--- config.mk ---
export PLATFORM = sky130hd
export DESIGN_NAME = tl_inflight_monitor
export DESIGN_NICKNAME = d
export VERILOG_FILES = /design/src/rtl/tl_inflight_monitor.sv
export SDC_FILE = /design/constraint.sdc
export NUM_CORES = 1
export LEC_CHECK = 0
export ABC_AREA = 1
export CAP_MARGIN = 10
export CORE_AREA = 3 3 202 204
export DETAILED_ROUTE_END_ITERATION = 8
export DIE_AREA = 0 0 205 207
export PLACE_DENSITY = 0.73
export SLEW_MARGIN = 15
export SYNTH_ARGS = -nofsm -noshare
export SYNTH_HDL_FRONTEND = slang
export SYNTH_SLANG_ARGS = --single-unit
--- constraint.sdc ---
create_clock -name clock -period 4.96 [get_ports clock]
set_input_delay 0.744 -clock clock [delete_from_list [all_inputs] [get_ports clock]]
set_output_delay 0.744 -clock clock [all_outputs]
set_load 0.02 [all_outputs]
--- src/rtl/tl_inflight_monitor.sv ---
// Passive TileLink-UL/UH checker: tracks outstanding sources on one A/D pair,
// counts beats, and reports protocol errors one cycle after the offending edge.
module tl_inflight_monitor #(
  parameter int unsigned SOURCE_BITS = 4,
  parameter int unsigned ADDR_BITS   = 32,
  parameter int unsigned SIZE_BITS   = 3,
  parameter int unsigned BEAT_LG     = 3,
  parameter int unsigned TIMEOUT     = 1024
) (
  input  logic                   clock,
  input  logic                   reset_n,
  input  logic                   a_valid,
  input  logic                   a_ready,
  input  logic [2:0]             a_opcode,
  input  logic [SIZE_BITS-1:0]   a_size,
  input  logic [SOURCE_BITS-1:0] a_source,
  input  logic [ADDR_BITS-1:0]   a_address,
  input  logic [2**BEAT_LG-1:0]  a_mask,
  input  logic                   d_valid,
  input  logic                   d_ready,
  input  logic [2:0]             d_opcode,
  input  logic [SIZE_BITS-1:0]   d_size,
  input  logic [SOURCE_BITS-1:0] d_source,
  output logic                   err_valid,
  output logic [3:0]             err_code,
  output logic [SOURCE_BITS-1:0] err_source,
  output logic [15:0]            err_sticky,
  output logic [SOURCE_BITS:0]   inflight_cnt
);

  localparam int unsigned NSRC     = 2**SOURCE_BITS;
  localparam int unsigned MASK_W   = 2**BEAT_LG;
  localparam int unsigned MAX_SIZE = 2**SIZE_BITS - 1;
  localparam int unsigned CNT_W    = (MAX_SIZE > BEAT_LG) ? MAX_SIZE - BEAT_LG + 1 : 1;
  localparam int unsigned TMR_W    = (TIMEOUT > 0) ? $clog2(TIMEOUT + 1) : 1;
  localparam bit               TMO_EN   = (TIMEOUT > 0);
  localparam logic [TMR_W-1:0] TMR_LAST = TMR_W'((TIMEOUT > 0) ? TIMEOUT - 1 : 0);
  localparam logic [TMR_W-1:0] TMR_MAX  = TMR_W'(TIMEOUT);

  function automatic logic [CNT_W-1:0] beats(input logic [SIZE_BITS-1:0] sz);
    if (32'(sz) > BEAT_LG) beats = CNT_W'(1) << (32'(sz) - BEAT_LG);
    else                   beats = CNT_W'(1);
  endfunction

  function automatic logic [2:0] exp_resp(input logic [2:0] op);
    case (op)
      3'd0, 3'd1: exp_resp = 3'd0;
      3'd5:       exp_resp = 3'd2;
      default:    exp_resp = 3'd1;
    endcase
  endfunction

  logic                   a_fire, a_first, a_ffire, d_fire, d_first, d_ffire, d_last;
  logic [CNT_W-1:0]       a_beats, d_beats, a_cnt_q, a_cnt_d, d_cnt_q, d_cnt_d;
  logic [SOURCE_BITS-1:0] a_src_q, a_src_d, tmo_src;
  logic [NSRC-1:0]        inflight_q, inflight_d, set_vec, clr_vec, tmo_vec;
  logic [SIZE_BITS-1:0]   size_tab_q [NSRC];
  logic [SIZE_BITS-1:0]   size_tab_d [NSRC];
  logic [2:0]             op_tab_q [NSRC];
  logic [2:0]             op_tab_d [NSRC];
  logic [TMR_W-1:0]       timer_q [NSRC];
  logic [TMR_W-1:0]       timer_d [NSRC];
  logic [ADDR_BITS-1:0]   align_mask;
  logic                   zero_lat, tmo_found;
  logic [2:0]             rec_op;
  logic [SIZE_BITS-1:0]   rec_size;
  logic [15:0]            errs;
  logic [3:0]             err_code_d;
  logic [SOURCE_BITS-1:0] err_src_d;
  logic [SOURCE_BITS:0]   cnt_d;

  // Held A/D snapshots for the stability checks
  logic                   a_hold_q, d_hold_q;
  logic [2:0]             a_hold_op_q, d_hold_op_q;
  logic [SIZE_BITS-1:0]   a_hold_size_q, d_hold_size_q;
  logic [SOURCE_BITS-1:0] a_hold_src_q, d_hold_src_q;
  logic [ADDR_BITS-1:0]   a_hold_addr_q;
  logic [MASK_W-1:0]      a_hold_mask_q;

  logic                   err_valid_q;
  logic [3:0]             err_code_q;
  logic [SOURCE_BITS-1:0] err_source_q;
  logic [15:0]            err_sticky_q;
  logic [SOURCE_BITS:0]   inflight_cnt_q;

  // Beat accounting, inflight/table/timer next state and error detection
  always_comb begin
    a_fire  = a_valid & a_ready;
    a_first = (a_cnt_q == '0);
    a_ffire = a_fire & a_first;
    a_beats = (a_opcode <= 3'd3) ? beats(a_size) : CNT_W'(1);
    a_cnt_d = a_cnt_q;
    if (a_fire) a_cnt_d = a_first ? a_beats - CNT_W'(1) : a_cnt_q - CNT_W'(1);
    a_src_d = a_ffire ? a_source : a_src_q;

    d_fire  = d_valid & d_ready;
    d_first = (d_cnt_q == '0);
    d_ffire = d_fire & d_first;
    d_beats = (d_opcode == 3'd1) ? beats(d_size) : CNT_W'(1);
    d_last  = d_fire & (d_first ? (d_beats == CNT_W'(1)) : (d_cnt_q == CNT_W'(1)));
    d_cnt_d = d_cnt_q;
    if (d_fire) d_cnt_d = d_first ? d_beats - CNT_W'(1) : d_cnt_q - CNT_W'(1);

    set_vec = '0;
    clr_vec = '0;
    if (a_ffire) set_vec[a_source] = 1'b1;
    if (d_last)  clr_vec[d_source] = 1'b1;
    // Clear applied after set so a same-cycle completion wins
    inflight_d = (inflight_q | set_vec) & ~clr_vec;

    size_tab_d = size_tab_q;
    op_tab_d   = op_tab_q;
    if (a_ffire) begin
      size_tab_d[a_source] = a_size;
      op_tab_d[a_source]   = a_opcode;
    end

    tmo_src   = '0;
    tmo_found = 1'b0;
    for (int unsigned s = 0; s < NSRC; s++) begin
      timer_d[s] = timer_q[s];
      if (set_vec[s] || clr_vec[s])
        timer_d[s] = '0;
      else if (inflight_q[s] && timer_q[s] != TMR_MAX)
        timer_d[s] = timer_q[s] + 1'b1;
      tmo_vec[s] = TMO_EN && inflight_q[s] && !clr_vec[s] && (timer_q[s] == TMR_LAST);
      if (tmo_vec[s] && !tmo_found) begin
        tmo_src   = SOURCE_BITS'(s);
        tmo_found = 1'b1;
      end
    end

    // A zero-latency response checks against the request firing this cycle
    zero_lat   = a_ffire && (a_source == d_source) && !inflight_q[d_source];
    rec_op     = zero_lat ? a_opcode : op_tab_q[d_source];
    rec_size   = zero_lat ? a_size   : size_tab_q[d_source];
    align_mask = ~({ADDR_BITS{1'b1}} << a_size);

    errs     = '0;
    errs[1]  = a_ffire && (a_opcode >= 3'd6);
    errs[2]  = a_ffire && ((a_address & align_mask) != '0);
    errs[3]  = a_ffire && (a_mask == '0);
    errs[4]  = a_ffire && inflight_q[a_source];
    errs[5]  = a_hold_q && (!a_valid || a_opcode != a_hold_op_q || a_size != a_hold_size_q ||
                            a_source != a_hold_src_q || a_address != a_hold_addr_q ||
                            a_mask != a_hold_mask_q);
    errs[6]  = d_hold_q && (!d_valid || d_opcode != d_hold_op_q || d_size != d_hold_size_q ||
                            d_source != d_hold_src_q);
    errs[7]  = d_ffire && !inflight_q[d_source] && !(a_ffire && a_source == d_source);
    errs[8]  = d_ffire && !errs[7] && (d_opcode != exp_resp(rec_op));
    errs[9]  = d_ffire && !errs[7] && (d_size != rec_size);
    errs[10] = d_fire && (a_cnt_d != '0) && (d_source == a_src_d);
    errs[11] = |tmo_vec;

    err_code_d = '0;
    for (int unsigned i = 11; i >= 1; i--)
      if (errs[i]) err_code_d = 4'(i);
    case (err_code_d)
      4'd1, 4'd2, 4'd3, 4'd4:  err_src_d = a_source;
      4'd5:                    err_src_d = a_hold_src_q;
      4'd6:                    err_src_d = d_hold_src_q;
      4'd7, 4'd8, 4'd9, 4'd10: err_src_d = d_source;
      4'd11:                   err_src_d = tmo_src;
      default:                 err_src_d = '0;
    endcase

    cnt_d = '0;
    for (int unsigned s = 0; s < NSRC; s++)
      cnt_d = cnt_d + {{SOURCE_BITS{1'b0}}, inflight_d[s]};
  end

  // Tracking state: beat counters, bitmap, tables, timers, snapshots
  always_ff @(posedge clock or negedge reset_n) begin
    if (!reset_n) begin
      a_cnt_q       <= '0;
      d_cnt_q       <= '0;
      a_src_q       <= '0;
      inflight_q    <= '0;
      a_hold_q      <= 1'b0;
      a_hold_op_q   <= '0;
      a_hold_size_q <= '0;
      a_hold_src_q  <= '0;
      a_hold_addr_q <= '0;
      a_hold_mask_q <= '0;
      d_hold_q      <= 1'b0;
      d_hold_op_q   <= '0;
      d_hold_size_q <= '0;
      d_hold_src_q  <= '0;
      for (int unsigned s = 0; s < NSRC; s++) begin
        size_tab_q[s] <= '0;
        op_tab_q[s]   <= '0;
        timer_q[s]    <= '0;
      end
    end else begin
      a_cnt_q    <= a_cnt_d;
      d_cnt_q    <= d_cnt_d;
      a_src_q    <= a_src_d;
      inflight_q <= inflight_d;
      size_tab_q <= size_tab_d;
      op_tab_q   <= op_tab_d;
      timer_q    <= timer_d;
      a_hold_q   <= a_valid & ~a_ready;
      d_hold_q   <= d_valid & ~d_ready;
      if (a_valid && !a_ready) begin
        a_hold_op_q   <= a_opcode;
        a_hold_size_q <= a_size;
        a_hold_src_q  <= a_source;
        a_hold_addr_q <= a_address;
        a_hold_mask_q <= a_mask;
      end
      if (d_valid && !d_ready) begin
        d_hold_op_q   <= d_opcode;
        d_hold_size_q <= d_size;
        d_hold_src_q  <= d_source;
      end
    end
  end

  // Registered error reporting and inflight count
  always_ff @(posedge clock or negedge reset_n) begin
    if (!reset_n) begin
      err_valid_q    <= 1'b0;
      err_code_q     <= '0;
      err_source_q   <= '0;
      err_sticky_q   <= '0;
      inflight_cnt_q <= '0;
    end else begin
      err_valid_q    <= |errs;
      err_code_q     <= err_code_d;
      err_source_q   <= err_src_d;
      err_sticky_q   <= err_sticky_q | errs;
      inflight_cnt_q <= cnt_d;
    end
  end

  assign err_valid    = err_valid_q;
  assign err_code     = err_code_q;
  assign err_source   = err_source_q;
  assign err_sticky   = err_sticky_q;
  assign inflight_cnt = inflight_cnt_q;

endmodule

==> results.py <==
metrics = {
    "status": {
        "status": "finished clean",
    },
    "timing": {
        "fmax_mhz": 202.8,
        "fin_crit_sh": 0.9941,
        "slew_headroom": 0.4300,
        "slew_viol_final": 0,
        "period_needed_ns": 4.931,
        "hold_slack_ns": 0.2211,
        "hold_viol_final": 0,
        "setup_tns_ns": 0,
        "final-setup-viol-count": 0,
        "rsz0062_at_grt": "true",
        "tightest_slew_ns": 0.8478,
        "finalClockSkew_ns": 0.01320,
    },
    "final_layout": {
        "design_area_um2": 25420,
        "drive_above_1_share": 0.09552,
        "synthToLayoutAreaGrowth_pct": 18.85,
        "diodes": 0,
        "fillers": 3425,
        "fin_nets": 3136,
    },
    "global_routing": {
        "grt_pass1_wl_mm": 96.97,
        "grtUsageMet3": 0.03835,
        "grt_max_degree": 102,
        "grt.overflow.total": 0,
        "antenna_found_initial": 0,
        "grt_usage": 0.2804,
        "global_route.usage.met2": 0.4556,
        "busiest_layer": "met2",
        "grt_util_met1": 0.3820,
        "grt_pass1_vias": 19115,
    },
    "cts": {
        "cts_max_level": 2,
        "cts_root_buf": "clkbuf_16",
        "clk_latency_ns": 0.57,
        "cts_tree": "done",
        "cts_buffers": 43,
        "cts_sinks": 389,
        "cts_buffer_depth": 3,
        "hold_buffers": 0,
        "path_clk_slew_ns": 0.06,
    },
    "logic_synthesis": {
        "synth.avg_cell_area_um2": 7.664,
        "syn-cell-area_um2": 21390,
        "syn_inst": 2791,
        "synth_top_cells_by_count": "nand2_1 (679), dfrtp_1 (389), nor2_1 (379), inv_1 (330), o21ai_0 (228)",
        "ys_ff_latch": 389,
        "async_reset_ff_frac": 1.000,
        "seq_area_frac_synth": 0.4551,
        "synth_edf_count": 0,
        "synth_cell_types": 58,
        "ys.flop_type": "dfrtp_1",
        "synth.most_common_cell": "nand2_1",
        "synth_area_leaders": "dfrtp_1 (46%), nand2_1 (12%), nor2_1 (6.7%)",
        "ys_warn_count": 0,
        "yosys.area.top_type": "dfrtp_1",
        "netlist.area_leader.share": 0.4551,
    },
    "power_and_ir_drop": {
        "power_density_nw_per_um2": 436.1,
        "power.switching_mw": 3.933,
        "p_total_mw": 11.09,
        "vdd_drop_max_mv": 0.2381,
        "combinationalPowerShare": 0.290,
        "clock_power_share": 0.287,
        "p_leak_nw": 12.39,
        "p_int_mw": 7.153,
        "sw_frac_of_total": 0.3547,
        "seq_power_share": 0.424,
    },
    "place": {
        "gp_congestion": 0.9540,
        "io_buffers": 90,
        "dp_hpwl_mm": 43.19,
        "dpl_cell_area_um2": 23820,
    },
    "critical_path": {
        "required_ns": 5.42,
        "max_stage_delay_ns": 0.53,
        "cp_max_fo": 6,
        "critPathArrivalTime_ns": 5.39,
        "critPathSlowestCell": "fa_1",
        "startpoint_type": "input pin",
        "cp_num_buf_inv": 13,
        "critical_path_class": "in2reg",
        "crit_family": "adder cells",
        "crit_path_end_kind": "register",
    },
    "floorplanning": {
        "rows": 73,
        "die_w_um": 205,
        "die_y_um": 207,
        "die-area_um2": 42440,
        "start_util": 0.5421,
        "io_pins": 96,
        "core_area_um2": 39460,
    },
    "route": {
        "drt_wl_total_mm": 59.44,
        "ant_nets": 0,
        "routedWlPerCell_um": 16.69,
        "drc": 0,
        "vias": 19602,
        "firstDrtPassIters": 5,
        "viasPerCell": 5.505,
        "drt_iter0_drc": 1618,
    },
    "min_path": {
        "hp-class": "in2async",
    },
    "job": {
        "cap_viol_max_count": 0,
    },
}
[layout make-up]
cell class / instances / area, µm² / area share
multi-input cells: 2001 / 10330 / 0.4065
flip-flops and latches: 389 / 9734 / 0.3829
repair buffers: 233 / 2049 / 0.08062
inverters: 341 / 1282 / 0.05045
clock buffers: 59 / 1216 / 0.04784
well taps: 525 / 656.9 / 0.02584
clock inverters: 13 / 147.6 / 0.005808
[final timing paths]
kind,from,endpoint,slack [ns],cells past startpoint
setup / recovery,d_size[1],inflight_cnt[1],0.03,29
hold / removal,reset_n,timer_q[101],0.22,1
setup reg to reg,d_cnt_q[0],inflight_cnt[1],0.19,19
hold reg to reg,err_sticky[6],err_sticky[6],0.48,2
max in group asynchronous,reset_n,op_tab_q[13],3.64,2
min in group clock,err_sticky[6],err_sticky[6],0.48,2
[timing repair]
| action | CTS | global route |
|---|---|---|
| cloned | 1 | 0 |
| endpoints found under the setup margin | 4 | 4 |
| resized for setup | 24 | 31 |
| setup buffers | 5 | 4 |
| hold endpoints to repair | 0 | 0 |
| pin swaps | 6 | 14 |
[per-stage QoR]
step	std cells	utilization	worst slack, ns
2_1_floorplan	2795	-	-0.1589
3_3_place_gp	3479	0.6036	-0.9207
3_5_place_dp	3479	0.6036	-1.120
4_1_cts	3557	0.6412	0.00004396
5_1_grt	3561	0.6443	-0.1242
6_report	3561	0.6443	0.02919
[worst register-to-register path: cells and delay by family (launching register included)]
kind	cells	cell delay [ns]
adder cells (fa/ha/maj)	7	2.83
AO/OA/AOI/OAI	1	0.07
flip-flops	1	0.38
buffers and inverters	7	0.56
AND/OR/NAND/NOR	4	0.82
[state kept, by name (all words and copies together) (netlist names)]
signal / count
timer_q: 176
op_tab_q: 48
size_tab_q: 48
a_hold_addr_q: 32
inflight_q: 16
err_sticky: 11
a_hold_mask_q: 8
a_cnt_q: 5
d_cnt_q: 5
inflight_cnt: 5
a_hold_src_q: 4
a_src_q: 4
d_hold_src_q: 4
err_code: 4
err_source: 4
a_hold_op_q: 3
a_hold_size_q: 3
d_hold_op_q: 3
d_hold_size_q: 3
a_hold_q: 1
d_hold_q: 1
err_valid: 1
[per-layer routing]
layer,vias to the layer above,share of wire
li1,9473,-
met1,9339,0.43
met2,637,0.47
met3,153,0.061
met4,0,0.038
met5,-,0
[layout by cell type (no fill, tap or decap), types with 16 or more instances in the layout]
cell type        count
a21oi_1             44
buf_4              136
clkbuf_16           43
clkdlybuf4s50_1     83
dfrtp_1            389
ha_1                46
inv_1              321
inv_2               16
nand2_1            677
nand3_1            155
nand4_1             55
nor2_1             376
nor3_1              86
nor3b_1             21
nor4_1              50
o21ai_0            219
xnor2_1             19
xor2_1              81
[cell families (layout without fill, tap and decap cells)]
group	count (synthesis)	in the layout	share of synthesized area
and+or+nand+nor	1480	1481	0.2984
AOI/OAI and AO/OA	353	353	0.09183
DFF	389	389	0.4551
buffers and inverters	406	646	0.07394
xor gates and xnor gates	101	101	0.04135
other	1	5	0.0001753
adders and majority gates	61	61	0.03919
[power groups by stage]
| stage | Clock, mW | Sequential, mW | Combinational [mW] |
|---|---|---|---|
| 6_report | 3.18 | 4.70 | 3.21 |
| 5_1_grt | 3.34 | 4.80 | 3.68 |
| 4_1_cts | 3.23 | 4.68 | 3.15 |
| 3_5_place_dp | 0 | 4.72 | 3.11 |
| 3_3_place_gp | 0 | 4.69 | 2.94 |
| 2_1_floorplan | 0 | 4.57 | 2.22 |
No activity file was read; power rests on OpenSTA's default activity.
